===== src/rtl/cnn_pkg.sv =====
// Shared CNN datapath constants and the ReLU/requantise/saturate helper
// used by every post-processing stage.
package cnn_pkg;

  localparam int DEF_PSUM_WIDTH = 16;
  localparam int DEF_ACC_WIDTH  = 24;
  localparam int DEF_OUT_WIDTH  = 8;

  // Operates on a sign-extended 64-bit value so any accumulator/output width
  // pair can share it; callers cast the result down to their output width.
  function automatic logic [63:0] relu_sat(input logic signed [63:0] val,
                                           input int unsigned        shift,
                                           input int unsigned        out_w);
    logic [63:0] r;
    logic [63:0] max_v;
    max_v = (64'd1 << out_w) - 64'd1;
    if (val < 0) begin
      r = '0;
    end else begin
      r = val >>> shift;
    end
    return (r > max_v) ? max_v : r;
  endfunction

endpackage


===== src/rtl/sync_fifo.sv =====
// FWFT FIFO: rd_data shows the head combinationally, a write lands one edge later.
// Write when full is accepted only if a read happens in the same cycle; otherwise ignored.
module sync_fifo #(
  parameter int WIDTH = 8,
  parameter int DEPTH = 8
) (
  input  logic             clk,
  input  logic             rst,
  input  logic             wr_en,
  input  logic [WIDTH-1:0] wr_data,
  output logic             full,
  input  logic             rd_en,
  output logic [WIDTH-1:0] rd_data,
  output logic             empty
);

  localparam int AW = (DEPTH > 1) ? $clog2(DEPTH) : 1;
  localparam logic [AW:0] DEPTH_C = (AW+1)'(DEPTH);

  logic [WIDTH-1:0] mem [DEPTH];
  logic [AW-1:0]    wr_ptr;
  logic [AW-1:0]    rd_ptr;
  logic [AW:0]      count;
  logic             do_rd;
  logic             do_wr;

  assign empty   = (count == '0);
  assign full    = (count == DEPTH_C);
  assign do_rd   = rd_en && !empty;
  assign do_wr   = wr_en && (!full || do_rd);
  assign rd_data = mem[rd_ptr];

  // Storage is cleared too so the head reads as zero out of reset.
  always_ff @(posedge clk or posedge rst) begin
    if (rst) begin
      wr_ptr <= '0;
      rd_ptr <= '0;
      count  <= '0;
      for (int i = 0; i < DEPTH; i++) begin
        mem[i] <= '0;
      end
    end else begin
      if (do_wr) begin
        mem[wr_ptr] <= wr_data;
        wr_ptr      <= wr_ptr + 1'b1;
      end
      if (do_rd) begin
        rd_ptr <= rd_ptr + 1'b1;
      end
      if (do_wr && !do_rd) begin
        count <= count + 1'b1;
      end else if (!do_wr && do_rd) begin
        count <= count - 1'b1;
      end
    end
  end

endmodule


===== src/rtl/psum_accumulator.sv =====
// Sums NUM_CH partial sums, then ReLU/shift/saturate into an FWFT FIFO; 2 cycles last strobe to out_vld.
// Input never stalls: a result arriving at a full FIFO without a pop is dropped and sets sticky overflow.
module psum_accumulator
  import cnn_pkg::*;
#(
  parameter int PSUM_WIDTH = DEF_PSUM_WIDTH,
  parameter int ACC_WIDTH  = DEF_ACC_WIDTH,
  parameter int OUT_WIDTH  = DEF_OUT_WIDTH,
  parameter int NUM_CH     = 4,
  parameter int SHIFT      = 4,
  parameter int FIFO_DEPTH = 8
) (
  input  logic                         clk,
  input  logic                         rst,
  input  logic signed [PSUM_WIDTH-1:0] in_psum,
  input  logic                         in_psum_vld,
  output logic [OUT_WIDTH-1:0]         out_data,
  output logic                         out_vld,
  input  logic                         out_rdy,
  output logic                         overflow,
  output logic                         busy
);

  localparam int CNT_W = (NUM_CH > 1) ? $clog2(NUM_CH) : 1;
  localparam logic [CNT_W-1:0] LAST_CH = CNT_W'(NUM_CH - 1);

  logic signed [ACC_WIDTH-1:0] acc;
  logic signed [ACC_WIDTH-1:0] psum_ext;
  logic [CNT_W-1:0]            ch_cnt;
  logic [CNT_W-1:0]            ch_cnt_nxt;
  logic                        last_q;
  logic                        last_nxt;
  logic                        overflow_q;
  logic                        busy_q;
  logic [OUT_WIDTH-1:0]        res;
  logic                        fifo_full;
  logic                        fifo_empty;
  logic                        pop;
  logic                        drop;

  assign psum_ext = ACC_WIDTH'(in_psum);

  always_comb begin
    ch_cnt_nxt = ch_cnt;
    last_nxt   = 1'b0;
    if (in_psum_vld) begin
      if (ch_cnt == LAST_CH) begin
        ch_cnt_nxt = '0;
        last_nxt   = 1'b1;
      end else begin
        ch_cnt_nxt = ch_cnt + 1'b1;
      end
    end
  end

  // acc still holds the finished group while last_q is high, even if the
  // next group's first psum overwrites it on the same edge as the push.
  assign res  = OUT_WIDTH'(relu_sat(64'(acc), SHIFT, OUT_WIDTH));
  assign pop  = out_rdy && !fifo_empty;
  assign drop = last_q && fifo_full && !pop;

  always_ff @(posedge clk or posedge rst) begin
    if (rst) begin
      acc        <= '0;
      ch_cnt     <= '0;
      last_q     <= 1'b0;
      overflow_q <= 1'b0;
      busy_q     <= 1'b0;
    end else begin
      if (in_psum_vld) begin
        acc <= (ch_cnt == '0) ? psum_ext : acc + psum_ext;
      end
      ch_cnt     <= ch_cnt_nxt;
      last_q     <= last_nxt;
      overflow_q <= overflow_q | drop;
      busy_q     <= (ch_cnt_nxt != '0) | last_nxt;
    end
  end

  sync_fifo #(
    .WIDTH (OUT_WIDTH),
    .DEPTH (FIFO_DEPTH)
  ) u_fifo (
    .clk     (clk),
    .rst     (rst),
    .wr_en   (last_q),
    .wr_data (res),
    .full    (fifo_full),
    .rd_en   (out_rdy),
    .rd_data (out_data),
    .empty   (fifo_empty)
  );

  assign out_vld  = !fifo_empty;
  assign overflow = overflow_q;
  assign busy     = busy_q;

endmodule


===== config.mk =====
export PLATFORM = sky130hd
export DESIGN_NAME = psum_accumulator
export DESIGN_NICKNAME = d
export VERILOG_FILES = /design/src/rtl/cnn_pkg.sv /design/src/rtl/sync_fifo.sv /design/src/rtl/psum_accumulator.sv
export SDC_FILE = /design/constraint.sdc
export NUM_CORES = 1
export LEC_CHECK = 0
export CAP_MARGIN = 10
export CORE_ASPECT_RATIO = 0.5
export CORE_MARGIN = 8
export CORE_UTILIZATION = 28
export DETAILED_ROUTE_END_ITERATION = 16
export SLEW_MARGIN = 25
export SYNTH_ARGS = -nofsm -noshare
export SYNTH_HDL_FRONTEND = slang
export SYNTH_SLANG_ARGS = --single-unit

===== constraint.sdc =====
create_clock -name clk -period 9.1 [get_ports clk]
set_input_delay 1.82 -clock clk [delete_from_list [all_inputs] [get_ports clk]]
set_output_delay 1.82 -clock clk [all_outputs]
set_load 0.02 [all_outputs]

== Yosys cells after proc, flatten, opt, wreduce, memory -nomap -nowiden ==
Index checks and enable logic that the tools add are counted.

* Register bits after elaboration: 103
* Bits of input ports: 20
* Logic and storage cells: 64

* Add/subtract/negate cells: 6
* $lt $le $gt $ge: 5
* Equality and inequality tests: 2
* Multiplexer cells: 15
* Bitwise operators: 4
* Reduce and logical (&&, ||, !) cells: 16

{| class="wikitable"
|+ Operators with widths
! cell !! count
|-
| $bwmux 64 || 1
|-
| $gt 64x8->1 const B || 1
|-
| $mux 64 || 1
|-
| $mux 8 || 4
|-
| $add 24x16->24 || 1
|-
| $bmux 8 s3 || 1
|-
| $demux 8 s3 || 1
|-
| $lt 24x1->1 const B || 1
|-
| $mux 24 || 1
|-
| $ge 4x4->1 const B || 2
|-
| $mux 4 || 2
|-
| $not 3->4 || 2
|-
| $logic_and 1x1->1 || 7
|-
| $add 3x1->3 const B || 2
|-
| $add 4x1->4 const B || 1
|-
| $eq 4x4->1 const B || 1
|-
| $logic_not 1->1 || 4
|-
| $logic_not 4->1 || 1
|-
| $lt 4x1->1 const B || 1
|-
| $mux 2 || 2
|-
| $reduce_bool 2->1 || 2
|-
| $sub 4x1->4 const B || 1
|-
| $add 2x1->2 const B || 1
|-
| $eq 2x2->1 const B || 1
|-
| 4 further kinds || 6
|}

== Depth between registers and ports, before layout ==
Gate-level depths: netlist of run 1.

* Depth after elaboration: 9
* Mapped depth: 12
* Gate-level depth less buffers: 12

== By module ==
From an unflattened synthesis of run 1, not the netlist that was laid out.

* Cells, all modules: 559
* Area total of the unflattened synthesis: 6254.7 µm²

{| class="wikitable"
|+ Modules (own cells, without submodules)
! module !! times used !! cells each !! area an instance (µm²) !! seq. area each (µm²)
|-
| sync_fifo || 1 || 227 || 3611.0 || 1851.8
|-
| psum_accumulator || 1 || 332 || 2643.8 || 725.7
|}

== Least setup slack after synthesis of run 1 ==
No wires, ideal clock.

* Path type: input to register
* From: input port out_rdy
* To: register u_fifo.count[3]
* Setup time: 125 ps
* Arrival time: 3513 ps
* Slack: 5462 ps
* Stages: 11
* Cell sequence: nand3b_1 nand2_1 inv_1 ha_1 inv_1 ha_1 a21o_1 a21oi_1 xnor2_1 nor2_1 xor2_1

* Cells in the longest elaborated chain, start to end: 6
* Elaborated cells on any way between the ends: 9
* Classes of those cells: mux (1); reduce/logical (8)

{| class="wikitable"
|+ Ends and longest elaborated chain
! what !! line !! source
|-
| start: declaration || psum_accumulator.sv:19 || <nowiki>input logic out_rdy,</nowiki>
|-
| $logic_and 1x1->1 (*) || sync_fifo.sv:29 || <nowiki>assign do_rd = rd_en && !empty;</nowiki>
|-
| $logic_or 1x1->1 (*) || sync_fifo.sv:30 || <nowiki>assign do_wr = wr_en && (!full || do_rd);</nowiki>
|-
| $logic_and 1x1->1 (*) || sync_fifo.sv:30 ||
|-
| net u_fifo.do_wr || sync_fifo.sv:25 || <nowiki>logic do_wr;</nowiki>
|-
| $logic_not 1->1 || sync_fifo.sv:52 || <nowiki>end else if (!do_wr && do_rd) begin</nowiki>
|-
| $logic_and 1x1->1 || sync_fifo.sv:52 ||
|-
| $reduce_bool 2->1 (no line) || - ||
|-
| end signal: assignment || sync_fifo.sv:51 || <nowiki>count <= count + 1'b1;</nowiki>
|-
| end signal: assignment || sync_fifo.sv:53 || <nowiki>count <= count - 1'b1;</nowiki>
|-
| end: declaration || sync_fifo.sv:23 || <nowiki>logic [AW:0] count;</nowiki>
|}

The timed path passes the listed nets; every way through them passes the cells marked *.
A chain may end at the register's enable or synchronous reset.

== Final worst setup path of run 1 ==
* From: register u_fifo.rd_ptr[1]
* To: output port out_data[7]

* Cells in the longest elaborated chain, start to end: 4

{| class="wikitable"
|+ Ends and longest elaborated chain
! what !! line !! source
|-
| start: declaration || sync_fifo.sv:22 || <nowiki>logic [AW-1:0] rd_ptr;</nowiki>
|-
| start signal: assignment || sync_fifo.sv:48 || <nowiki>rd_ptr <= rd_ptr + 1'b1;</nowiki>
|-
| $not 3->4 (implied by the code) || sync_fifo.sv:31 || <nowiki>assign rd_data = mem[rd_ptr];</nowiki>
|-
| $bmux 8 s3 || sync_fifo.sv:31 ||
|-
| $mux 8 (implied by the code) (2 in series) || sync_fifo.sv:31 ||
|-
| end: declaration || psum_accumulator.sv:17 || <nowiki>output logic [OUT_WIDTH-1:0] out_data,</nowiki>
|}

No other way between the ends. The select of a mux whose other input is x is not followed.

==> impl_metrics.env, run 1 <==
export IMPL_status="complete, no violations"
export IMPL_num_io_pins=31
export IMPL_cts_buffers=9
export IMPL_cp_max_fo=18
export IMPL_gr_total_overflow=0
export IMPL_ctsResizeCount=0
export IMPL_grt_pass1_wl_um=22900
export IMPL_holdPathStages=2
export IMPL_syn_area_per_cell_sq_um=10.0
export IMPL_synth_top_area_share=0.426
export IMPL_grt_use_total=0.105
export IMPL_gp_congestion=0.882
export IMPL_slew_viol_final=0
export IMPL_post_route_period_util=0.479
export IMPL_maxSlewHeadroom=0.428
export IMPL_holdWs_ns=0.478
export IMPL_fin_skew_ns=0.00905
export IMPL_num_rows=38
export IMPL_fmax_mhz=230
export IMPL_required_ns=7.28
export IMPL_path_class="register to primary output"
export IMPL_p_leak_nw=2.94
export IMPL_dpl_cell_count=907
export IMPL_rrSetupSlack_ns=6.37
export IMPL_nNetsFinal=670
export IMPL_cp_start_kind="register"
export IMPL_layout_min_cycle_time_ns=4.36
export IMPL_cts_hold_buf=0
export IMPL_dp_slack_ns=4.55
export IMPL_r2r_start="u_fifo.count[0]"
export IMPL_final_cells=923
export IMPL_hold_class="register to register"
export IMPL_syn_num_nets=656
export IMPL_htree_num_levels=3
export IMPL_fin_ws_ns=4.74
export IMPL_tritoncts="done"
export IMPL_whs_endpoint="u_fifo.mem[57]"
export IMPL_finalSetupViolations=0
export IMPL_syn_inst=604
export IMPL_grtUsageMet2=0.173
export IMPL_antenna_found_initial=1
export IMPL_area_delta_synth_final_pct=14.2
export IMPL_first_global_vias=4349
export IMPL_dp_hpwl_um=9660
export IMPL_cts_sinks=103
export IMPL_synth_top_area_cell="dfrtp_1"
export IMPL_endpoint_kind="primary output"
export IMPL_yosysMostFrequentCell="dfrtp_1"
export IMPL_design_core_area_sq_um=21400
export IMPL_clock_latency_ns=0.34
export IMPL_synth_edf_count=0
export IMPL_worstMarginPinSlew_ns=0.859
export IMPL_die_x_um=224
export IMPL_finalPower_mw=2.36
export IMPL_path_clk_slew_ns=0.07
export IMPL_cp_arrival_ns=2.54
export IMPL_routed_wire_length_per_instance_um=14.8
export IMPL_async_flop_share=1.00
export IMPL_start_util=0.282
export IMPL_ys_flop_type="dfrtp_1"
export IMPL_clk_path_buf_depth=2
export IMPL_reg2reg_depth=12
export IMPL_ys_types=60
export IMPL_fin_tns_setup_ns=0
export IMPL_rsz0062_at_grt="false"
export IMPL_yosys_warnings=0
export IMPL_diodes=0
export IMPL_root_buffer="clkbuf_16"
export IMPL_cts_setup_buffers=0
export IMPL_synth_seq_cells=103
export IMPL_grt_max_degree=85
export IMPL_drtIter0Drc=210
export IMPL_routed_wl_um=13700
export IMPL_vias=4388
export IMPL_use_met1=0.140
export IMPL_ir_drop_v=0.000104
export IMPL_hold_viol=0
export IMPL_yosys_top_cells_count="dfrtp_1 (103), nand2_1 (72), o21ai_0 (72), nor2_1 (48), a21oi_1 (41)"
export IMPL_viasPerCell=4.75
export IMPL_yosys_top_cells_area="dfrtp_1 (43%), mux2_2 (6.3%), ha_1 (6.2%)"
export IMPL_reg2reg_to="u_fifo.count[3]"
export IMPL_met3_usage=0.0173
export IMPL_syn_area_sq_um=6050
export IMPL_dieArea_sq_um=26800
export IMPL_powerDensity_nw_per_um2=341
export IMPL_drive_gt1_frac=0.138
export IMPL_first_pass_iters=5
export IMPL_drcViolationCount=0
export IMPL_route_antenna_remaining_nets=0
export IMPL_die_h_um=120
export IMPL_yosysSeqAreaShare=0.426
export IMPL_grt_busiest_layer="met2"
export IMPL_cap_violations=0
export IMPL_io_buffers=30
export IMPL_hold_start="u_fifo.mem[57]"
cells by family (layout without fill, tap and decap cells):
group | after synthesis | after routing | synth area share
flip-flops | 103 | 103 | 0.426
buffers and inverters | 44 | 63 | 0.0302
AND/OR/NAND/NOR | 186 | 186 | 0.149
XOR/XNOR | 24 | 24 | 0.0348
multiplexers | 57 | 57 | 0.134
adder cells (fa/ha/maj) | 32 | 32 | 0.0687
AO/OA/AOI/OAI | 158 | 158 | 0.157
stage by stage:
stage / util / area [sq um]
after floorplan: - / 6050
after global placement: 0.309 / 6620
after detailed placement: 0.309 / 6620
after CTS: 0.322 / 6910
after global routing: 0.322 / 6910
final: 0.322 / 6910
cell usage in the layout, fill, tap and decap left out, drive strengths merged, types with 4 or more instances in the layout:
cell,synthesis,final
a21boi,7,7
a21o,5,5
a21oi,42,42
a31oi,5,5
and3,8,8
clkbuf,18,10
clkdlybuf4s50,0,30
dfrtp,103,103
ha,30,30
inv,13,16
mux2,34,34
mux2i,7,7
mux4,16,16
nand2,74,74
nand2b,4,4
nand3,16,16
nand3b,4,4
nor2,48,48
nor2b,4,4
nor3,9,9
nor4,4,4
o211ai,4,4
o21ai,75,75
xnor2,19,19
xor2,5,5
critical path, stage by stage, from the launching register on:
cell and delay, ns:
dfrtp_1 0.91, mux4_2 0.42, mux2_2 0.31, clkdlybuf4s50_1 0.56
area by class of cell:
type                            count  area (sq um)
Fill cell                        2151         14500
Multi-Input combinational cell    457          3290
Sequential cell                   103          2580
Tap cell                          300           375
Timing Repair Buffer               33           327
Clock buffer                       10           229
Inverter                           14          55.1
Clock inverter                      6          52.6
power by group:
group | internal, mW | total (mW) | switching (mW)
registers | 0.650 | 0.824 | 0.174
clock network | 0.191 | 0.373 | 0.182
logic | 0.546 | 1.16 | 0.612
total | 1.39 | 2.36 | 0.968
per-layer routing:
layer  wire length [um]  vias up
met5                 13        -
met4                134        2
met3                320       12
met2               6490       49
met1               6720     2117
li1                   -     2208
flip-flops by register name, summed over array words and instances (netlist names):
name / cells
acc: 24
busy: 1
ch_cnt: 2
last_q: 1
overflow: 1
u_fifo.count: 4
u_fifo.mem: 64
u_fifo.rd_ptr: 3
u_fifo.wr_ptr: 3
worst max path at each step:
stage | startpoint | end | cells past startpoint
after CTS | u_fifo.rd_ptr[1] | out_data[7] | 3
after global placement | in_psum[15] | acc[23] | 8
after floorplan | rst | acc[0] | 1
final | u_fifo.rd_ptr[1] | out_data[7] | 3
after detailed placement | in_psum[15] | acc[23] | 8
after global routing | u_fifo.rd_ptr[1] | out_data[7] | 3
(Power assumes the default switching activity.)
==> run 2, diff against run 1 <==
- clock period: 9.1 -> 4.2 ns (I/O delays scaled with it)
==> run 2 against run 1 <==
  * Final area up 0.96%
  * Via count up 1.9%
  * Routed wire length is 3.5% higher
  * Die area is the same
  * Total power grew 120%
  * Non-clock buffer count increased by 3
  * Sequential share of layout area is 0.36 points lower
  * First-iteration DRC count rose by 15%
  * Count of clock-buffer cells in the layout rose by 1
  * Largest cell class unchanged
  * Highest routed layer is now met4
==> impl_metrics.env, run 2 (same netlist as run 1, synthesis figures left out) <==
export IMPL_crit_chain="mux4_2, mux2_2, clkdlybuf4s50_1"
export IMPL_cpPeakStageDelay_ns=0.91
export IMPL_maxSlewHeadroom=0.418
export IMPL_n_fill_cell=2174
export IMPL_tritoncts="done"
export IMPL_num_rows=38
export IMPL_dp_slack_ns=0.535
export IMPL_largest_reg_flops=64
export IMPL_drtIter0Drc=241
export IMPL_design_core_area_sq_um=21400
export IMPL_cts_setup_buffers=0
export IMPL_cts_buffers=9
export IMPL_dieArea_sq_um=26800
export IMPL_gp_congestion=0.861
export IMPL_viasPerCell=4.83
export IMPL_rsz0062_at_grt="false"
export IMPL_reg2reg_to="u_fifo.count[3]"
export IMPL_layout_commonest_cell="dfrtp_1"
export IMPL_io_buffers=30
export IMPL_first_global_vias=4515
export IMPL_start_util=0.282
export IMPL_p_comb_frac=0.481
export IMPL_die_x_um=224
export IMPL_clock_latency_ns=0.35
export IMPL_layout_min_cycle_time_ns=3.40
export IMPL_antenna_found_initial=0
export IMPL_cp_max_fo=18
export IMPL_routed_wire_length_per_instance_um=15.3
export IMPL_multi_input_area_sq_um=3290
export IMPL_dpl_cell_count=910
export IMPL_r2r_start="u_fifo.count[0]"
export IMPL_path_clk_slew_ns=0.07
export IMPL_fin_tns_setup_ns=0
export IMPL_clkPwrFrac=0.179
export IMPL_grt_max_degree=60
export IMPL_powerDensity_nw_per_um2=754
export IMPL_largestRegisters="u_fifo.mem x64, acc x24, u_fifo.count x4"
export IMPL_area_delta_synth_final_pct=15.3
export IMPL_p_seq_frac=0.340
export IMPL_path_class="register to primary output"
export IMPL_vias=4473
export IMPL_hold_start="u_fifo.mem[59]"
export IMPL_cp_slowest_cell="dfrtp_1"
export IMPL_final_cells=926
export IMPL_htree_num_levels=3
export IMPL_cap_violations=0
export IMPL_p_leak_nw=2.98
export IMPL_status="complete, no violations"
export IMPL_grt_use_total=0.109
export IMPL_route_antenna_remaining_nets=0
export IMPL_grt_pass1_wl_um=24000
export IMPL_post_route_period_util=0.810
export IMPL_diodes=0
export IMPL_routed_wl_um=14200
export IMPL_ff_latch_area_sq_um=2580
export IMPL_die_h_um=120
export IMPL_hold_viol=0
export IMPL_cp_start_kind="register"
export IMPL_fin_ws_ns=0.799
export IMPL_drive_gt1_frac=0.141
export IMPL_ctsResizeCount=0
export IMPL_gr_total_overflow=0
export IMPL_clk_path_buf_depth=2
export IMPL_fmax_mhz=294
export IMPL_nNetsFinal=673
export IMPL_fin_skew_ns=0.00747
export IMPL_holdPathStages=2
export IMPL_finalSetupViolations=0
export IMPL_top_register="u_fifo.mem"
export IMPL_cp_arrival_ns=2.56
export IMPL_ir_drop_v=0.000226
export IMPL_internal_power_mw=3.14
export IMPL_drcViolationCount=0
export IMPL_p_sw_frac=0.402
export IMPL_whs_endpoint="u_fifo.mem[59]"
export IMPL_slew_viol_final=0
export IMPL_worstMarginPinSlew_ns=0.873
export IMPL_endpoint_kind="primary output"
export IMPL_reg2reg_depth=12
export IMPL_rrSetupSlack_ns=1.49
export IMPL_num_io_pins=31
export IMPL_hold_class="register to register"
export IMPL_cts_hold_buf=0
export IMPL_finalPower_mw=5.26
export IMPL_cts_sinks=103
export IMPL_dp_hpwl_um=10100
export IMPL_root_buffer="clkbuf_16"
export IMPL_netSwitchingPower_mw=2.11
export IMPL_required_ns=3.36
export IMPL_layout_common_cells="dfrtp_1 (103), nand2_1 (72), o21ai_0 (72), nor2_1 (48), a21oi_1 (41)"
export IMPL_first_pass_iters=4
## run 2: cell count changes in the layout (fill, tap and decap cells not counted), sizes merged
| cell | delta |
|---|---|
| inv | -1 |
| buf | +3 |
| clkbuf | +1 |
| bufinv | +2 |
| clkinvlp | -1 |
| clkinv | -1 |
## run 2: worst max path at each step
stage	startpoint	end	slack, ns	cells after the start
2_1_floorplan	rst	acc[0]	0.66	1
6_report	u_fifo.rd_ptr[1]	out_data[7]	0.80	3
3_5_place_dp	in_psum[15]	acc[23]	0.54	8
3_3_place_gp	in_psum[15]	acc[23]	0.67	8
5_1_grt	in_psum[15]	acc[23]	0.68	8
4_1_cts	u_fifo.rd_ptr[1]	out_data[7]	0.76	3
## run 2: layer usage
| metal | global-route usage | share of wire | up-vias |
|---|---|---|---|
| met4 | 0.0389 | 0.020 | 0 |
| met3 | 0.0217 | 0.030 | 21 |
| met2 | 0.178 | 0.48 | 54 |
| met5 | 0 | 0 | - |
| met1 | 0.143 | 0.47 | 2198 |
| li1 | - | - | 2200 |
## run 2: through the flow
step                      cell area (sq um)  utilization  hold WS, ns
final                                  6970        0.325        0.480
after CTS                              6970        0.325        0.485
after global placement                 6640        0.310        0.457
after detailed placement               6640        0.310        0.468
after floorplan                        6050            -        0.445
after global routing                   6970        0.325        0.497
## run 2: power groups by stage
stage	Sequential, mW	Combinational, mW	Clock [mW]
5_1_grt	1.86	2.82	0.996
3_5_place_dp	1.80	2.54	0
3_3_place_gp	1.78	2.49	0
6_report	1.79	2.53	0.942
4_1_cts	1.79	2.55	0.961
2_1_floorplan	1.63	2.03	0
## run 2: area by class of cell
type	instances	share of cell area
multi-input cells	457	0.471
clock inverters	5	0.0127
repair buffers	36	0.0495
inverters	14	0.00790
well taps	300	0.0538
flip-flops and latches	103	0.370
clock buffers	11	0.0348
## run 2: worst max-delay path, delay by kind of cell, from the launching register on
family / cells / cell delay (ns)
mux: 2 / 0.72
buf+inv: 1 / 0.56
flops: 1 / 0.91
